File: src/rtl/ifu_pkg.sv
// rtl/ifu_pkg.sv - shared types and constants for the instruction fetch unit
package ifu_pkg;

  localparam int          BYTES_PER_INSTR = 4;
  localparam logic [31:0] IFU_RESET_PC    = 32'h0;

  typedef enum logic [1:0] {
    IDLE,
    FETCH,
    HOLD,
    ERR
  } ifu_state_t;

endpackage

File: src/rtl/instr_fetch_unit_if.sv
// rtl/instr_fetch_unit_if.sv - memory, redirect and decode-side signals of the fetch unit
interface instr_fetch_unit_if #(
  parameter int ADDR_W = 10
);

  logic              enable;
  logic [ADDR_W-1:0] memAddr;
  logic              memRdEn;
  logic [7:0]        memRdData;
  logic              redirect;
  logic [31:0]       redirectPc;
  logic              instrValid;
  logic              instrReady;
  logic [31:0]       instrOut;
  logic [31:0]       instrPc;
  logic              fetchErr;

  // fetch unit side
  modport master (
    input  enable, memRdData, redirect, redirectPc, instrReady,
    output memAddr, memRdEn, instrValid, instrOut, instrPc, fetchErr
  );

  // core / memory side
  modport slave (
    output enable, memRdData, redirect, redirectPc, instrReady,
    input  memAddr, memRdEn, instrValid, instrOut, instrPc, fetchErr
  );

endinterface

File: src/rtl/ifu_word_assembler.sv
// rtl/ifu_word_assembler.sv - collects four bytes into a big-endian 32-bit word
module ifu_word_assembler
  import ifu_pkg::*;
(
  input  logic        clk,
  input  logic        rst_n,
  input  logic        clear_i,
  input  logic        beat_i,
  input  logic [7:0]  byte_i,
  output logic [31:0] word_o,
  output logic        done_o
);

  logic [1:0]  cnt_q;
  logic [23:0] sr_q;

  // The last byte is merged combinationally so the top can register the full word on the same edge.
  assign word_o = {sr_q, byte_i};
  assign done_o = beat_i && !clear_i && (cnt_q == 2'(BYTES_PER_INSTR - 1));

  // Beat counter and shift register; clear drops any partial word.
  always_ff @(posedge clk or negedge rst_n) begin
    if (!rst_n) begin
      cnt_q <= '0;
      sr_q  <= '0;
    end else if (clear_i) begin
      cnt_q <= '0;
      sr_q  <= '0;
    end else if (beat_i) begin
      cnt_q <= cnt_q + 2'd1;
      sr_q  <= {sr_q[15:0], byte_i};
    end
  end

endmodule

File: src/rtl/instr_fetch_unit.sv
// rtl/instr_fetch_unit.sv - PC owner and byte-serial instruction fetcher (optional IFU_PREFETCH_EN)
module instr_fetch_unit
  import ifu_pkg::*;
#(
  parameter int          ADDR_W   = 10,
  parameter logic [31:0] RESET_PC = IFU_RESET_PC
) (
  input  logic                clk,
  input  logic                rst_n,
  instr_fetch_unit_if.master  bus
);

  ifu_state_t        state_q, state_d;
  logic [31:0]       pc_q, pc_d;
  logic [ADDR_W-1:0] mem_addr_q, mem_addr_d;
  logic              mem_rd_en_q, mem_rd_en_d;
  logic [1:0]        issue_cnt_q, issue_cnt_d;
  logic              rd_vld_q, rd_vld_d;
  logic              instr_valid_q, instr_valid_d;
  logic [31:0]       instr_out_q, instr_out_d;
  logic [31:0]       instr_pc_q, instr_pc_d;
  logic              fetch_err_q, fetch_err_d;
`ifdef IFU_PREFETCH_EN
  logic [31:0]       pfb_word_q, pfb_word_d;
  logic              pfb_full_q, pfb_full_d;
  logic              pf_busy_q, pf_busy_d;
`endif

  logic        asm_clear;
  logic        asm_done;
  logic [31:0] asm_word;
  logic        start;
  logic [31:0] start_addr;
  logic        hs;

  assign bus.memAddr    = mem_addr_q;
  assign bus.memRdEn    = mem_rd_en_q;
  assign bus.instrValid = instr_valid_q;
  assign bus.instrOut   = instr_out_q;
  assign bus.instrPc    = instr_pc_q;
  assign bus.fetchErr   = fetch_err_q;

  assign hs = instr_valid_q && bus.instrReady;

  ifu_word_assembler u_asm (
    .clk     (clk),
    .rst_n   (rst_n),
    .clear_i (asm_clear),
    .beat_i  (rd_vld_q),
    .byte_i  (bus.memRdData),
    .word_o  (asm_word),
    .done_o  (asm_done)
  );

  // State and output registers.
  always_ff @(posedge clk or negedge rst_n) begin
    if (!rst_n) begin
      state_q       <= IDLE;
      pc_q          <= RESET_PC;
      mem_addr_q    <= RESET_PC[ADDR_W-1:0];
      mem_rd_en_q   <= 1'b0;
      issue_cnt_q   <= '0;
      rd_vld_q      <= 1'b0;
      instr_valid_q <= 1'b0;
      instr_out_q   <= '0;
      instr_pc_q    <= RESET_PC;
      fetch_err_q   <= 1'b0;
`ifdef IFU_PREFETCH_EN
      pfb_word_q    <= '0;
      pfb_full_q    <= 1'b0;
      pf_busy_q     <= 1'b0;
`endif
    end else begin
      state_q       <= state_d;
      pc_q          <= pc_d;
      mem_addr_q    <= mem_addr_d;
      mem_rd_en_q   <= mem_rd_en_d;
      issue_cnt_q   <= issue_cnt_d;
      rd_vld_q      <= rd_vld_d;
      instr_valid_q <= instr_valid_d;
      instr_out_q   <= instr_out_d;
      instr_pc_q    <= instr_pc_d;
      fetch_err_q   <= fetch_err_d;
`ifdef IFU_PREFETCH_EN
      pfb_word_q    <= pfb_word_d;
      pfb_full_q    <= pfb_full_d;
      pf_busy_q     <= pf_busy_d;
`endif
    end
  end

  // Next state: read issue, FSM, handshake, then redirect overriding everything outside ERR.
  always_comb begin
    state_d       = state_q;
    pc_d          = pc_q;
    mem_addr_d    = mem_addr_q;
    mem_rd_en_d   = 1'b0;
    issue_cnt_d   = issue_cnt_q;
    rd_vld_d      = mem_rd_en_q;
    instr_valid_d = instr_valid_q;
    instr_out_d   = instr_out_q;
    instr_pc_d    = instr_pc_q;
    fetch_err_d   = fetch_err_q;
    asm_clear     = 1'b0;
    start         = 1'b0;
    start_addr    = pc_q;
`ifdef IFU_PREFETCH_EN
    pfb_word_d    = pfb_word_q;
    pfb_full_d    = pfb_full_q;
    pf_busy_d     = pf_busy_q;
`endif

    // A started burst keeps issuing until all four addresses are out.
    if (mem_rd_en_q && issue_cnt_q != 2'(BYTES_PER_INSTR - 1)) begin
      mem_rd_en_d = 1'b1;
      mem_addr_d  = mem_addr_q + ADDR_W'(1);
      issue_cnt_d = issue_cnt_q + 2'd1;
    end

    case (state_q)
      IDLE: begin
        if (bus.enable) begin
          state_d    = FETCH;
          start      = 1'b1;
          start_addr = pc_q;
        end
      end
      FETCH: begin
        if (asm_done) begin
          state_d       = HOLD;
          instr_valid_d = 1'b1;
          instr_out_d   = asm_word;
          instr_pc_d    = pc_q;
        end
      end
      HOLD: begin
`ifdef IFU_PREFETCH_EN
        if (hs) begin
          pc_d = pc_q + 32'(BYTES_PER_INSTR);
          if (pfb_full_q) begin
            instr_out_d = pfb_word_q;
            instr_pc_d  = pc_q + 32'(BYTES_PER_INSTR);
            pfb_full_d  = 1'b0;
          end else if (asm_done) begin
            instr_out_d = asm_word;
            instr_pc_d  = pc_q + 32'(BYTES_PER_INSTR);
            pf_busy_d   = 1'b0;
          end else if (pf_busy_q) begin
            instr_valid_d = 1'b0;
            state_d       = FETCH;
            pf_busy_d     = 1'b0;
          end else begin
            instr_valid_d = 1'b0;
            if (bus.enable) begin
              state_d    = FETCH;
              start      = 1'b1;
              start_addr = pc_q + 32'(BYTES_PER_INSTR);
            end else begin
              state_d = IDLE;
            end
          end
        end else if (asm_done) begin
          pfb_word_d = asm_word;
          pfb_full_d = 1'b1;
          pf_busy_d  = 1'b0;
        end else if (!pfb_full_q && !pf_busy_q && bus.enable) begin
          start      = 1'b1;
          start_addr = pc_q + 32'(BYTES_PER_INSTR);
          pf_busy_d  = 1'b1;
        end
`else
        if (hs) begin
          pc_d          = pc_q + 32'(BYTES_PER_INSTR);
          instr_valid_d = 1'b0;
          if (bus.enable) begin
            state_d    = FETCH;
            start      = 1'b1;
            start_addr = pc_q + 32'(BYTES_PER_INSTR);
          end else begin
            state_d = IDLE;
          end
        end
`endif
      end
      default: begin
        mem_rd_en_d = 1'b0;
      end
    endcase

    if (bus.redirect && state_q != ERR) begin
      instr_valid_d = 1'b0;
      asm_clear     = 1'b1;
      rd_vld_d      = 1'b0;
      mem_rd_en_d   = 1'b0;
      start         = 1'b0;
`ifdef IFU_PREFETCH_EN
      pfb_full_d    = 1'b0;
      pf_busy_d     = 1'b0;
`endif
      if (bus.redirectPc[1:0] != 2'b00) begin
        state_d     = ERR;
        fetch_err_d = 1'b1;
      end else begin
        state_d    = FETCH;
        pc_d       = bus.redirectPc;
        start      = 1'b1;
        start_addr = bus.redirectPc;
      end
    end

    if (start) begin
      mem_rd_en_d = 1'b1;
      mem_addr_d  = start_addr[ADDR_W-1:0];
      issue_cnt_d = '0;
    end
  end

endmodule
File: src/flat_wrapper.sv
// flat-port wrapper written by rule: the top's interface ports become plain ports
module instr_fetch_unit_flat import ifu_pkg::*;
#(
  parameter int          ADDR_W   = 10,
  parameter logic [31:0] RESET_PC = IFU_RESET_PC
)
  (clk, rst_n, bus_enable, bus_memRdData, bus_redirect, bus_redirectPc, bus_instrReady, bus_memAddr, bus_memRdEn, bus_instrValid, bus_instrOut, bus_instrPc, bus_fetchErr);
  instr_fetch_unit_if #(.ADDR_W(ADDR_W)) bus_i ();
  input  logic clk;
  input  logic rst_n;
  input wire logic [$bits(bus_i.enable)-1:0] bus_enable;
  input wire logic [$bits(bus_i.memRdData)-1:0] bus_memRdData;
  input wire logic [$bits(bus_i.redirect)-1:0] bus_redirect;
  input wire logic [$bits(bus_i.redirectPc)-1:0] bus_redirectPc;
  input wire logic [$bits(bus_i.instrReady)-1:0] bus_instrReady;
  output wire logic [$bits(bus_i.memAddr)-1:0] bus_memAddr;
  output wire logic [$bits(bus_i.memRdEn)-1:0] bus_memRdEn;
  output wire logic [$bits(bus_i.instrValid)-1:0] bus_instrValid;
  output wire logic [$bits(bus_i.instrOut)-1:0] bus_instrOut;
  output wire logic [$bits(bus_i.instrPc)-1:0] bus_instrPc;
  output wire logic [$bits(bus_i.fetchErr)-1:0] bus_fetchErr;
  assign bus_i.enable = bus_enable;
  assign bus_i.memRdData = bus_memRdData;
  assign bus_i.redirect = bus_redirect;
  assign bus_i.redirectPc = bus_redirectPc;
  assign bus_i.instrReady = bus_instrReady;
  assign bus_memAddr = bus_i.memAddr;
  assign bus_memRdEn = bus_i.memRdEn;
  assign bus_instrValid = bus_i.instrValid;
  assign bus_instrOut = bus_i.instrOut;
  assign bus_instrPc = bus_i.instrPc;
  assign bus_fetchErr = bus_i.fetchErr;
  instr_fetch_unit #(.ADDR_W(ADDR_W), .RESET_PC(RESET_PC)) u_core (.clk(clk), .rst_n(rst_n), .bus(bus_i));
endmodule
File: config.mk
export PLATFORM = sky130hd
export DESIGN_NAME = instr_fetch_unit_flat
export DESIGN_NICKNAME = d
export VERILOG_FILES = /design/src/rtl/ifu_pkg.sv /design/src/rtl/instr_fetch_unit_if.sv /design/src/rtl/ifu_word_assembler.sv /design/src/rtl/instr_fetch_unit.sv /design/src/flat_wrapper.sv
export SDC_FILE = /design/constraint.sdc
export NUM_CORES = 1
export LEC_CHECK = 0
export BUFFER_PORTS_ARGS = -buffer_cell sky130_fd_sc_hd__buf_2
export CAP_MARGIN = 0
export CORE_UTILIZATION = 55
export DETAILED_ROUTE_END_ITERATION = 7
export PLACE_DENSITY = 0.79
export SYNTH_ARGS = -nofsm -noshare
export SYNTH_HDL_FRONTEND = slang
export SYNTH_HIERARCHICAL = 1
export SYNTH_SLANG_ARGS = --single-unit
File: constraint.sdc
create_clock -name clk -period 2.35 [get_ports clk]
set_input_delay 0.47 -clock clk [delete_from_list [all_inputs] [get_ports clk]]
set_output_delay 0.47 -clock clk [all_outputs]
set_load 0.005 [all_outputs]
* After elaboration in Yosys (flattened, before gate mapping) *
Index checks and enable logic that the tools add are counted.

word-level totals
  bits in registers = 140
  input bits = 45
  output and inout port bits = 77
  word-level logic and storage cells = 80

cells by class
  add/sub/neg operators = 4
  equal/unequal tests = 8
  mux-type cells = 39
  reductions and logical operators = 17

operators with widths
  kind                   number
  $mux 32                4
  $mux 10                7
  $mux 24                2
  $add 32x3->32 const B  1
  $mux 2                 9
  $mux 1                 14
  $add 10x1->10 const B  1
  $ne 3x1->1 const B     2
  $pmux 2 s3             1
  $reduce_bool 2->1      3
  $logic_and 1x1->1      5
  $add 2x1->2 const B    2
  $eq 2x2->1 const B     2
  $ne 2x2->1 const B     2
  $pmux 1 s2             2
  $reduce_and 2->1       2
  $reduce_and 4->1       1
  $reduce_bool 4->1      1
  $ne 3x2->1 const B     1
  $reduce_and 3->1       1
  $reduce_bool 3->1      1
  $reduce_or 3->1        1
  $eq 2x1->1 const B     1
  $logic_not 2->1        1
  $logic_not 1->1        1

* Longest topological paths before layout *
  depth after elaboration = 9
  depth in mapped cells = 13
  gate-level depth less buffers = 8

* Cells and area by module *
Netlist, hierarchy kept.

by module, submodules not included
  module              times used  cells each  area an instance (µm²)  seq. area each (µm²)
  instr_fetch_unit    1           580         5256.3                  2852.7
  ifu_word_assembler  1           95          1156.1                  650.6

* Worst setup path after synthesis *
Ideal clock, no wire load.

  path type = in2reg
  from = input port bus_redirect
  to = register u_core.instr_out_q[0], in the netlist u_core/bus.instrOut[0]
  setup time = 0.065 ns
  data arrival time = 2.142 ns
  data required time = 2.285 ns
  setup slack = 0.143 ns
  stages = 12
  buffers on the path = 5
  path through = clkbuf_1 -> nand2_1 -> inv_1 -> buf_2 -> buf_2 -> nor2_1 -> nand2_1 -> or2_2 -> clkbuf_1 -> clkbuf_1 -> nand2_1 -> nand2_1

on the way
  word-level cells in the longest chain between the ends = 6

RTL lines
  what                            line                      source
  from (decl)                     flat_wrapper.sv:13        input wire logic [$bits(bus_i.redirect)-1:0] bus_redirect;
  $logic_and 1x1->1               instr_fetch_unit.sv:190   if (bus.redirect && state_q != ERR) begin
  $mux 1                          instr_fetch_unit.sv:190
  named net u_core.asm_clear      instr_fetch_unit.sv:29    logic asm_clear;
  $logic_not 1->1                 ifu_word_assembler.sv:19  assign done_o = beat_i && !clear_i && (cnt_q == 2'(BYTES_PER_INSTR - 1));
  $logic_and 1x1->1 (2 in a row)  ifu_word_assembler.sv:19
  named net u_core.asm_done       instr_fetch_unit.sv:30    logic asm_done;
  $reduce_and 2->1 (no line)      n/a
  to (signal assigned)            instr_fetch_unit.sv:81    instr_out_q <= instr_out_d;
  to (decl)                       instr_fetch_unit.sv:20    logic [31:0] instr_out_q, instr_out_d;

The timed path passes the listed nets, and every way through them passes these cells.
A chain may end at the register's enable or synchronous reset.

* Worst setup path after layout *
  from = register u_core.state_q[1]
  to = register u_core.mem_addr_q[8], in the netlist u_core/bus.memAddr[8]

on the way
  word-level cells in the longest chain between the ends = 5
  elaborated cells on any way between the ends = 11
  those cells by class = 2 x eq/ne; 6 x mux; 3 x reduce/logical

RTL lines
  what                    line                     source
  from (decl)             instr_fetch_unit.sv:13   ifu_state_t state_q, state_d;
  from (signal assigned)  instr_fetch_unit.sv:74   state_q <= state_d;
  $eq 2x2->1              instr_fetch_unit.sv:120  case (state_q)
  $mux 10                 n/a
  $mux 10                 instr_fetch_unit.sv:200  if (bus.redirectPc[1:0] != 2'b00) begin
  $mux 10                 instr_fetch_unit.sv:190
  $mux 10                 instr_fetch_unit.sv:211  if (start) begin
  to (signal assigned)    instr_fetch_unit.sv:60   mem_addr_q <= RESET_PC[ADDR_W-1:0];
  to (signal assigned)    instr_fetch_unit.sv:76   mem_addr_q <= mem_addr_d;
  to (decl)               instr_fetch_unit.sv:15   logic [ADDR_W-1:0] mem_addr_q, mem_addr_d;

Several ways; a longest one is shown, not always the timed one.

==> impl_metrics.csv <==
group,metric,value,unit
yosys,yosys-top-cells-count,"236 x nand2_1, 140 x dfrtp_1, 50 x nor2_1, 28 x mux2i_1",
worst_setup_path,endpoint_kind,"flip-flop",
timing,setup_viol,0,
yosys,yosysSeqAreaShare,54.6,%
cts,clockRootBuffer,"clkbuf_16",
yosys,yosys.area.top_type_share,54.6,%
worst_setup_path,critPathArrivalTime,2.40,ns
timing,fin_crit_sh,88.9,%
drt,dr.first_iter.drc_count,336,
yosys,yosys-top-cells-area,"dfrtp_1 55%, nand2_1 14%, mux2i_1 4.4%, xor2_1 3.1%, xnor2_1 3.0%",
yosys,syn_nets,724,
drt,vias,5106,
floorplan,ios,122,
global_routing,grt_pass1_wl,23500,um
timing,tightest_slew,0.583,ns
floorplan,initial_core_util,56.4,%
floorplan,fp.dieArea,12100,um^2
yosys,synth_edf_count,0,
worst_setup_path,cp_slowest_stage_delay,0.52,ns
global_routing,grt_pass1_vias,4936,
drt,drtPass1Iterations,5,
cts,cts_tree,"yes",
finish,drive_above_1_share,23.7,%
cts,postCtsHoldBufs,0,
cts,clock-sinks,140,
yosys,synthArstFlopShare,100,%
drt,drc,0,
cts,clockBufferDepth,2,
yosys,synth_ff_type,"dfrtp_1",
timing,timing.fmax,479,MHz
drt,drt.antenna.violating_nets,0,
global_routing,antenna_found_initial,0,
worst_setup_path,crit_chain,"and4b_1, and4_1, nand4_1, xor2_1, a221oi_1",
job,cap_violations,0,
drt,drt-total-wl,14600,um
cts,clk_latency,0.42,ns
worst_setup_path,cp-start-kind,"flip-flop",
timing,setup_tns,0,ns
global_routing,grt_overflow,0,
placement,place_congestion,0.870,
worst_setup_path,crit_fanout,10,
run_status,status,"completed",
finish,design_area,7710,um^2
pwr,p_per_area,796,nW/um^2
yosys,syn-cell-area,6410,um^2
worst_setup_path,critical_path_class,"flip-flop to flip-flop",
global_routing,grt.total_usage,25.7,%
yosys,yosysMostFrequentCell,"nand2_1",
placement,placed_area,7110,um^2
drt,viasPerCell,5.43,
placement,io_buffers,121,
yosys,ys_seq_elements,140,
pwr,vdd_drop_max,430,uV
floorplan,die_h,110,um
hold_path,hold_path.class,"input port to asynchronous set/reset pin",
finish,area_growth,20.2,%
cts,cts_buffers,17,
yosys,synth_warnings,6,
cts,post_cts_buffers,0,
drt,routedWlPerCell,15.5,um
timing,finalCriticalPeriod,2.09,ns
floorplan,die_w,110,um
worst_setup_path,cp_data_required_time,2.66,ns
finish,fin_nets,833,
floorplan,core_area,11400,um^2
placement,hpwl,10100,um
cts,clkTransAtPathRegs,0.06,ns
yosys,synth_area_per_cell,9.50,um^2
timing,slew_headroom,61.2,%
worst_setup_path,slowest_stage,"dfrtp_1",
cts,cts_max_level,4,
timing,hold_viol,0,
finish,diodes,0,
global_routing,grt_max_degree,67,
timing,finalMaxSlewViolations,0,
yosys,synth_cell_types,44,
timing,rsz0062_at_grt,"false",
floorplan,num_rows,39,
yosys,syn_inst,675,
cts,cts_resized,0,
yosys,yosysTopAreaCell,"dfrtp_1",
timing,fin_worst_skew,0.0155,ns
pwr,p_leak,0.00399,uW
## layout make-up
class | instances | area, um^2
fillers | 896 | 3660
flip-flops and latches | 140 | 3500
multi-input cells | 487 | 2650
repair buffers | 135 | 767
clock buffers | 18 | 429
well taps | 143 | 179
clock inverters | 14 | 169
inverters | 3 | 11.3
## final timing paths
check | from | to | slack (ns) | cells after the start
worst max-delay path | u_core/state_q[1] | u_core/bus.memAddr[8] | 0.26 | 5
worst min-delay path | rst_n | u_core/bus.instrOut[31] | 0.04 | 1
worst max register to register | u_core/state_q[1] | u_core/bus.memAddr[8] | 0.26 | 5
worst min register to register | u_core/bus.instrPc[16] | u_core/bus.instrPc[16] | 0.47 | 2
max in group asynchronous | rst_n | u_core/bus.memAddr[9] | 1.65 | 2
min in group clk | bus_redirectPc[16] | u_core/pc_q[16] | 0.26 | 3
## cells by family after synthesis
| logic type | Yosys count | synth area share (%) |
|---|---|---|
| AND/OR/NAND/NOR | 357 | 24.8 |
| flip-flops | 140 | 54.6 |
| AO/OA/AOI/OAI | 53 | 5.07 |
| buffers and inverters | 48 | 4.23 |
| XOR/XNOR | 45 | 6.15 |
| multiplexers | 28 | 4.37 |
| adder cells (fa/ha/maj) | 4 | 0.781 |
## state kept, by name, summed over array words and instances, names as in the netlist, 2 cells and up
signal / count
u_core/pc_q: 32
u_core/issue_cnt_q: 2
u_core/bus.instrPc: 32
u_core/bus.memAddr: 10
u_core/u_asm/cnt_q: 2
u_core/state_q: 2
u_core/bus.instrOut: 32
u_core/u_asm/sr_q: 24
## cell usage in the layout, fill, tap and decap left out, types with 4 or more instances in the layout
cell type and n:
nand2_1 236, xnor2_1 22, buf_12 4, a221oi_1 4
o21ai_0 14, clkinv_2 4, and2_1 6, o21ai_2 5
nand4_1 12, and3_1 10, nor2_1 49, o21ai_1 9
mux2i_1 28, ha_1 4, a211oi_1 6, dfrtp_1 140
buf_4 10, nor3_1 4, and4_1 4, buf_2 120
clkbuf_16 17, nand3_1 13, nor3_2 5, xor2_1 23
a21oi_1 10
## per-layer routing
metal / global-route usage (%) / routed length, um
met5: 0 / 0
met4: 12.6 / 303
met3: 6.06 / 845
met2: 39.6 / 7090
met1: 34.2 / 6320
## power by group
part / total (uW) / internal [uW] / switching, uW / leakage [uW]
Sequential: 2890 / 2650 / 242 / 0.00186
Combinational: 548 / 277 / 270 / 0.00184
Clock: 2700 / 1670 / 1030 / 0.000291
Total: 6140 / 4600 / 1540 / 0.00399
## worst max-delay path: cells and delay by family (launching register included)
family          cells  cell delay, ns
compound gates      1            0.29
xor+xnor            1            0.18
flops               1            0.52
simple gates        3            0.98
## through the flow
stage	util, %	instances	total power [uW]	setup WS, ns	hold slack (ns)
2_1_floorplan	-	675	3200	0.143	0.174
3_3_place_gp	62.6	908	3430	0.325	0.454
3_5_place_dp	62.6	908	3470	0.230	0.457
4_1_cts	67.8	940	6200	0.292	0.0538
5_1_grt	67.8	940	6400	0.166	0.0708
6_report	67.8	940	6140	0.262	0.0415
(Power assumes the default switching activity.)
